**config.mk**
```make
export PLATFORM = sky130hd
export DESIGN_NAME = vga_bus_reader
export DESIGN_NICKNAME = d
export VERILOG_FILES = /design/src/rtl/vga_bus_reader.sv
export SDC_FILE = /design/constraint.sdc
export NUM_CORES = 1
export LEC_CHECK = 0
export ABC_CLOCK_PERIOD_IN_PS = 4890
export CORE_MARGIN = 3
export CORE_UTILIZATION = 37
export DETAILED_ROUTE_END_ITERATION = 8
export PLACE_DENSITY = 0.74
export REMOVE_ABC_BUFFERS = 1
export SYNTH_ARGS = -nofsm -noshare
export SYNTH_HDL_FRONTEND = slang
export SYNTH_SLANG_ARGS = --single-unit
export TNS_END_PERCENT = 100
```
**constraint.sdc**
```tcl
create_clock -name CLK_FAST -period 4.89 [get_ports CLK_FAST]
set_input_delay 0.7335 -clock CLK_FAST [delete_from_list [all_inputs] [get_ports CLK_FAST]]
set_output_delay 0.7335 -clock CLK_FAST [all_outputs]
set_load 0.01 [all_outputs]
```
**src/rtl/vga_bus_reader.sv**
```systemverilog
// CPU read-side responder for the VGA peripheral: serves 6502 register reads, keeps a prefetched
// framebuffer byte ready for DATA reads, and issues auto-increment / interrupt-clear pulses.
module vga_bus_reader #(
    parameter int unsigned RAM_LATENCY  = 2,
    parameter int unsigned SYNC_STAGES  = 2,
    parameter int unsigned ACK_TIMEOUT  = 8,
    parameter logic [13:0] SCREEN_CHARS = 14'h1D4B
) (
    input  logic        CLK_FAST,
    input  logic        RESET,
    input  logic        CLK_CPU,
    input  logic        EN,
    input  logic        RW,
    input  logic [2:0]  REG,
    output logic [7:0]  DATA_OUT,
    output logic        DATA_OE,
    output logic        DIR,
    input  logic [7:0]  ctrl_val,
    input  logic [13:0] addr_val,
    input  logic [7:0]  ien_val,
    input  logic [7:0]  intr_val,
    input  logic [7:0]  hscroll_val,
    input  logic [7:0]  vscroll_val,
    input  logic [7:0]  bgcolor_val,
    input  logic [7:0]  fgcolor_val,
    output logic        fb_rd_en,
    output logic [13:0] fb_rd_addr,
    input  logic [7:0]  fb_rd_data,
    input  logic        addr_dirty,
    output logic        inc_req,
    output logic [7:0]  intr_clr
);

    localparam int unsigned LatW = $clog2(RAM_LATENCY + 2);
    localparam int unsigned ToW  = $clog2(ACK_TIMEOUT + 1);

    typedef enum logic {StIdle, StServe} acc_state_e;
    typedef enum logic [1:0] {StInvalid, StFetch, StValid, StWaitAck} pf_state_e;

    logic [SYNC_STAGES-1:0]      phi2_sync_q, en_sync_q, rw_sync_q;
    logic [SYNC_STAGES-1:0][2:0] reg_sync_q;
    logic                        phi2_s, en_s, rw_s, rd_hit;
    logic [2:0]                  reg_s;

    always_ff @(posedge CLK_FAST or posedge RESET) begin
        if (RESET) begin
            phi2_sync_q <= '0;
            en_sync_q   <= '1;
            rw_sync_q   <= '0;
            reg_sync_q  <= '0;
        end else begin
            phi2_sync_q[0] <= CLK_CPU;
            en_sync_q[0]   <= EN;
            rw_sync_q[0]   <= RW;
            reg_sync_q[0]  <= REG;
            for (int i = 1; i < SYNC_STAGES; i++) begin
                phi2_sync_q[i] <= phi2_sync_q[i-1];
                en_sync_q[i]   <= en_sync_q[i-1];
                rw_sync_q[i]   <= rw_sync_q[i-1];
                reg_sync_q[i]  <= reg_sync_q[i-1];
            end
        end
    end

    assign phi2_s = phi2_sync_q[SYNC_STAGES-1];
    assign en_s   = en_sync_q[SYNC_STAGES-1];
    assign rw_s   = rw_sync_q[SYNC_STAGES-1];
    assign reg_s  = reg_sync_q[SYNC_STAGES-1];
    assign rd_hit = phi2_s & ~en_s & rw_s;

    acc_state_e  acc_q, acc_d;
    logic [2:0]  sel_q, sel_d;
    logic [7:0]  intr_frz_q, intr_frz_d;
    logic [7:0]  data_out_q, data_out_d;
    logic        data_oe_q, data_oe_d;
    logic        dir_q, dir_d;
    logic        inc_req_q, inc_req_d;
    logic [7:0]  intr_clr_q, intr_clr_d;

    pf_state_e   pf_q, pf_d;
    logic [7:0]  pf_byte_q, pf_byte_d;
    logic [LatW-1:0] lat_cnt_q, lat_cnt_d;
    logic [ToW-1:0]  to_cnt_q, to_cnt_d;
    logic        fb_rd_en_q, fb_rd_en_d;
    logic [13:0] fb_rd_addr_q, fb_rd_addr_d;

    logic [2:0]  src_sel;
    logic [7:0]  src_intr, rd_byte, direct_byte;
    logic        needs_ram;

    // On the entry edge the source is the live REG/INTR; afterwards the latched copies.
    always_comb begin
        src_sel  = (acc_q == StIdle) ? reg_s : sel_q;
        src_intr = (acc_q == StIdle) ? intr_val : intr_frz_q;
        rd_byte  = 8'h00;
        unique case (src_sel)
            3'd0: rd_byte = ctrl_val;
            3'd1: rd_byte = {3'b000, addr_val[4:0]};
            3'd2: rd_byte = addr_val[12:5];
            3'd3: rd_byte = (pf_q == StValid) ? pf_byte_q : 8'h00;
            3'd4: rd_byte = ien_val;
            3'd5: rd_byte = src_intr;
            3'd6: rd_byte = hscroll_val;
            3'd7: rd_byte = vscroll_val;
            default: rd_byte = 8'h00;
        endcase
    end

    always_comb begin
        direct_byte = 8'h00;
        needs_ram   = 1'b0;
        if (addr_val == 14'h1FFE) begin
            direct_byte = bgcolor_val;
        end else if (addr_val == 14'h1FFF) begin
            direct_byte = fgcolor_val;
        end else if (addr_val >= SCREEN_CHARS) begin
            direct_byte = 8'h00;
        end else begin
            needs_ram = 1'b1;
        end
    end

    always_comb begin
        acc_d      = acc_q;
        sel_d      = sel_q;
        intr_frz_d = intr_frz_q;
        data_out_d = data_out_q;
        data_oe_d  = data_oe_q;
        dir_d      = dir_q;
        inc_req_d  = 1'b0;
        intr_clr_d = 8'h00;
        unique case (acc_q)
            StIdle: begin
                if (rd_hit) begin
                    acc_d      = StServe;
                    sel_d      = reg_s;
                    intr_frz_d = intr_val;
                    data_out_d = rd_byte;
                    data_oe_d  = 1'b1;
                    dir_d      = 1'b0;
                end
            end
            StServe: begin
                if (rd_hit) begin
                    data_out_d = rd_byte;
                end else begin
                    acc_d     = StIdle;
                    data_oe_d = 1'b0;
                    dir_d     = 1'b1;
                    if (sel_q == 3'd3) inc_req_d = 1'b1;
                    if (sel_q == 3'd5) intr_clr_d = intr_frz_q;
                end
            end
            default: acc_d = StIdle;
        endcase
    end

    always_comb begin
        pf_d         = pf_q;
        pf_byte_d    = pf_byte_q;
        lat_cnt_d    = lat_cnt_q;
        to_cnt_d     = to_cnt_q;
        fb_rd_en_d   = 1'b0;
        fb_rd_addr_d = fb_rd_addr_q;
        unique case (pf_q)
            StInvalid: begin
                fb_rd_addr_d = addr_val;
                if (!addr_dirty) begin
                    if (needs_ram) begin
                        fb_rd_en_d = 1'b1;
                        lat_cnt_d  = '0;
                        pf_d       = StFetch;
                    end else begin
                        pf_byte_d = direct_byte;
                        pf_d      = StValid;
                    end
                end
            end
            StFetch: begin
                if (addr_dirty) begin
                    pf_d = StInvalid;
                end else if (lat_cnt_q == LatW'(RAM_LATENCY)) begin
                    pf_byte_d = fb_rd_data;
                    pf_d      = StValid;
                end else begin
                    lat_cnt_d = lat_cnt_q + 1'b1;
                end
            end
            StValid: begin
                if (addr_dirty) pf_d = StInvalid;
            end
            StWaitAck: begin
                if (addr_dirty || to_cnt_q == ToW'(ACK_TIMEOUT - 1)) begin
                    pf_d = StInvalid;
                end else begin
                    to_cnt_d = to_cnt_q + 1'b1;
                end
            end
            default: pf_d = StInvalid;
        endcase
        // The increment makes the held byte stale until the write side acknowledges it.
        if (inc_req_d) begin
            pf_d       = StWaitAck;
            to_cnt_d   = '0;
            fb_rd_en_d = 1'b0;
        end
    end

    always_ff @(posedge CLK_FAST or posedge RESET) begin
        if (RESET) begin
            acc_q        <= StIdle;
            sel_q        <= 3'd0;
            intr_frz_q   <= 8'h00;
            data_out_q   <= 8'h00;
            data_oe_q    <= 1'b0;
            dir_q        <= 1'b1;
            inc_req_q    <= 1'b0;
            intr_clr_q   <= 8'h00;
            pf_q         <= StInvalid;
            pf_byte_q    <= 8'h00;
            lat_cnt_q    <= '0;
            to_cnt_q     <= '0;
            fb_rd_en_q   <= 1'b0;
            fb_rd_addr_q <= 14'h0000;
        end else begin
            acc_q        <= acc_d;
            sel_q        <= sel_d;
            intr_frz_q   <= intr_frz_d;
            data_out_q   <= data_out_d;
            data_oe_q    <= data_oe_d;
            dir_q        <= dir_d;
            inc_req_q    <= inc_req_d;
            intr_clr_q   <= intr_clr_d;
            pf_q         <= pf_d;
            pf_byte_q    <= pf_byte_d;
            lat_cnt_q    <= lat_cnt_d;
            to_cnt_q     <= to_cnt_d;
            fb_rd_en_q   <= fb_rd_en_d;
            fb_rd_addr_q <= fb_rd_addr_d;
        end
    end

    assign DATA_OUT   = data_out_q;
    assign DATA_OE    = data_oe_q;
    assign DIR        = dir_q;
    assign inc_req    = inc_req_q;
    assign intr_clr   = intr_clr_q;
    assign fb_rd_en   = fb_rd_en_q;
    assign fb_rd_addr = fb_rd_addr_q;

endmodule

```
==> reports/results.md <==
| Group | Metric | Value |
|:---|:---|:---|
| status | Outcome | completed |
| place | Post-DP HPWL | 7.59 mm |
| clocking | Worst-case clock buffer depth | 2 |
| timing | Achievable frequency | 324 MHz |
| timing | Final Critical Period | 3080 ps |
| synthesis | Most instantiated cells after synthesis | 71 x sky130_fd_sc_hd__dfrtp_1, 45 x sky130_fd_sc_hd__nand2_1, 37 x sky130_fd_sc_hd__mux2_2 |
| timing | Total Neg Setup Slack | 0 ps |
| place | Number of port buffers | 120 |
| detailed routing | Highest metal layer with signal wires | met4 |
| clocking | CTS H-tree lvls | 3 |
| timing | Number of hold-slack violations in the final timing report | 0 |
| synthesis | Post-synth top flop | sky130_fd_sc_hd__dfrtp_1 |
| clocking | TritonCTS Buffers | 9 |
| timing | Final-report max-slew violation count | 0 |
| place | Placed cell count | 583 |
| detailed routing | Pre-antenna DRT Iters | 4 |
| clocking | CTS tree | done |
| detailed routing | Mean routed wirelength per cell | 16.7 um |
| detailed routing | Vias after detailed routing | 3132 |
| synthesis | Share of flip-flops with an asynchronous set or reset after synthesis | 100% |
| clocking | Total setup buffers inserted after CTS | 0 |
| worst setup path | Required @ worst endpoint | 5120 ps |
| floorplan | Placement row count | 35 |
| synthesis | Number of warnings reported in the yosys synthesis log | 0 |
| finish | Area added between synthesis and finish | 40.4% |
| floorplan | I/O Pins | 121 |
| detailed routing | Vias per cell | 5.23 |
| floorplan | Core area | 9460 um^2 |
| power | Switch Pwr | 0.635 mW |
| power | Power per unit of standard cell area | 394 nW/um^2 |
| worst setup path | Kind of critical path | in2reg |
| synthesis | Gate count after technology mapping | 351 |
| worst setup path | Critical path startpoint category | input pin |
| detailed routing | Remaining antenna violation count | 0 |
| synthesis | Count of flip-flops with a built-in enable after synthesis | 0 |
| detailed routing | M1 WL | 4.53 mm |
| floorplan | Overall die area | 11200 um^2 |
| clocking | CTS sink cnt | 74 |
| synthesis | Top cells by area in the synthesized netlist | sky130_fd_sc_hd__dfrtp_1 48%, sky130_fd_sc_hd__mux2_2 11%, sky130_fd_sc_hd__mux2i_1 6.2% |
| power | Cell internal power dissipation | 1.41 mW |
| worst setup path | Crit. End Element | flop |
| power | Maximum VDD drop | 178 uV |
| timing | Crit share post-route | 63.1% |
| power | Share of total power in combinational logic | 33.5% |
| clocking | Clock root cell | sky130_fd_sc_hd__clkbuf_8 |
| detailed routing | Total met3 wirelength after detailed routing | 851 um |
| power | Leakage power total | 2.13 nW |
| flow run | Reported max-cap violation count | 0 |
| power | Clk network pwr share | 23.0% |
| timing | Slew at the pin with the worst max-slew slack | 1100 ps |
| synthesis | Sequential cell area fraction in the yosys report | 50.2% |
| synthesis | Post-synthesis instance area | 3690 um^2 |
| detailed routing | Final routed wirelength across all metal layers | 10.0 mm |
| synthesis | #FFs+latches synth | 74 |
| floorplan | Initial Utilization | 39.1% |
| floorplan | Floorplan die height | 106 um |
| power | Flop pwr share | 43.5% |
| clocking | Post-cts hold buffer count | 0 |
| finish | Total inserted antenna cells | 0 |
| synthesis | Area fraction of the dominant cell type after synthesis | 48.1% |
| clocking | Post-cts sizing count | 0 |
| synthesis | Top-count cell post-synth | sky130_fd_sc_hd__dfrtp_1 |
| power | Sw frac | 31.1% |
| grt | Total routing usage reported by global routing | 18.0% |
| floorplan | Die width | 106 um |
| detailed routing | Number of remaining DRC errors | 0 |
| timing | Final Skew | 13.7 ps |
| power | Post-layout total power | 2.04 mW |
| finish | Finished Layout Cells | 599 |
| synthesis | Unique masters post-synth | 47 |
| grt | Gr ovfl total | 0 |
| timing | Max transition margin | 25.9% |
| worst hold path | Kind of path behind the tightest hold check | reg2reg |
| worst setup path | Signal arrival time at the worst endpoint | 3310 ps |
| place | Final weighted congestion of routability-driven global placement | 0.874 |
| grt | Wire length of the first global-routing pass | 16.1 mm |
| grt | Number of global-route vias before repair | 3116 |
| grt | Initial antenna violation count | 0 |
| timing | Final setup violation count | 0 |
| detailed routing | Wire length on met2 | 4.54 mm |
| worst setup path | Critical path fanouts, max | 11 |
| timing | Hold WS | 356 ps |
| finish | Net count, final | 555 |
| grt | Maximum number of pins on one net before global-route repair | 47 |
| detailed routing | Detailed Route Iter0 Violations | 132 |
| synthesis | Synth area leader | sky130_fd_sc_hd__dfrtp_1 |
| clocking | Clock latency on the worst-skew pair | 350 ps |
| finish | Share of cells above drive strength 1 | 14.0% |
| timing | Setup repair after global routing missed its margin | false |
| clocking | Clock-pin slew on the worst setup and hold paths | 70 ps |
| synthesis | Post-synthesis average cell area | 10.5 um^2 |
cell type report:
type / instances / area (um^2)
Sequential cell: 74 / 1860
Clock inverter: 4 / 51.3
Multi-Input combinational cell: 252 / 1730
Fill cell: 827 / 4270
Timing Repair Buffer: 123 / 1220
Tap cell: 129 / 161
Inverter: 5 / 18.8
Clock buffer: 12 / 145
state kept, by name, indices dropped and copies added (netlist names), 3 cells and up:
signal      count
sel_q           3
intr_clr        8
reg_s           3
to_cnt_q        4
fb_rd_addr     14
reg_sync_q      3
intr_frz_q      8
pf_byte_q       8
DATA_OUT        8
worst paths after layout:
kind	cells past startpoint	from	end	slack, ps
max	6	addr_val[0]	pf_byte_q[5]	1810
min	0	reg_sync_q[0]	reg_s[0]	360
max reg2reg	5	acc_q	DATA_OUT[1]	2390
min reg2reg	0	reg_sync_q[0]	reg_s[0]	360
max in group asynchronous	3	RESET	DIR	3020
min in group asynchronous	2	RESET	fb_rd_addr[10]	910
through the flow:
stage | util [%] | setup slack (ps) | area, um^2
2_1_floorplan | - | 2280 | 3600
3_3_place_gp | 52.8 | 1530 | 4990
3_5_place_dp | 52.8 | 1420 | 4990
4_1_cts | 54.8 | 1810 | 5190
5_1_grt | 54.8 | 1680 | 5190
6_report | 54.8 | 1810 | 5190
worst max-delay path, stage by stage:
cell and delay, ps:
sky130_fd_sc_hd__clkdlybuf4s50_1 870, sky130_fd_sc_hd__a21o_2 210, sky130_fd_sc_hd__a211oi_1 60, sky130_fd_sc_hd__o31a_2 380
sky130_fd_sc_hd__a2111oi_4 650, sky130_fd_sc_hd__mux2_2 410
placed cells by master, fill, tap and decap left out, types with 4 or more instances in the layout:
cell,n
sky130_fd_sc_hd__o21ai_0,35
sky130_fd_sc_hd__mux2i_1,23
sky130_fd_sc_hd__dfrtp_1,71
sky130_fd_sc_hd__nor3_1,12
sky130_fd_sc_hd__or3_1,4
sky130_fd_sc_hd__a21oi_1,15
sky130_fd_sc_hd__inv_1,4
sky130_fd_sc_hd__mux2_2,37
sky130_fd_sc_hd__nor2_1,9
sky130_fd_sc_hd__clkdlybuf4s50_1,120
sky130_fd_sc_hd__clkbuf_8,10
sky130_fd_sc_hd__nand2_1,45
sky130_fd_sc_hd__nand3_1,16
sky130_fd_sc_hd__and2_1,8
logic make-up (layout without fill, tap and decap cells):
group | after synthesis | after routing | synth area share, %
mux | 61 | 61 | 17.9
flops | 74 | 74 | 50.2
compound gates | 74 | 74 | 12.7
buf+inv | 25 | 144 | 2.95
fa+ha+maj | 3 | 3 | 1.02
simple gates | 111 | 111 | 14.6
xor+xnor | 3 | 3 | 0.711
per-layer routing:
layer / up-vias / track usage, %
li1: 1483 / -
met3: 10 / 5.59
met1: 1500 / 25.0
met2: 139 / 27.6
met4: 0 / 4.53
met5: - / 0
power by group through the flow:
| stage | logic [mW] | clock network [mW] | registers (mW) |
|---|---|---|---|
| after global routing | 0.740 | 0.516 | 0.911 |
| final | 0.684 | 0.470 | 0.890 |
| after CTS | 0.687 | 0.487 | 0.888 |
| after floorplan | 0.330 | 0 | 0.906 |
| after global placement | 0.667 | 0 | 0.890 |
| after detailed placement | 0.683 | 0 | 0.899 |
Note: power is estimated with default switching activity, not from simulation.
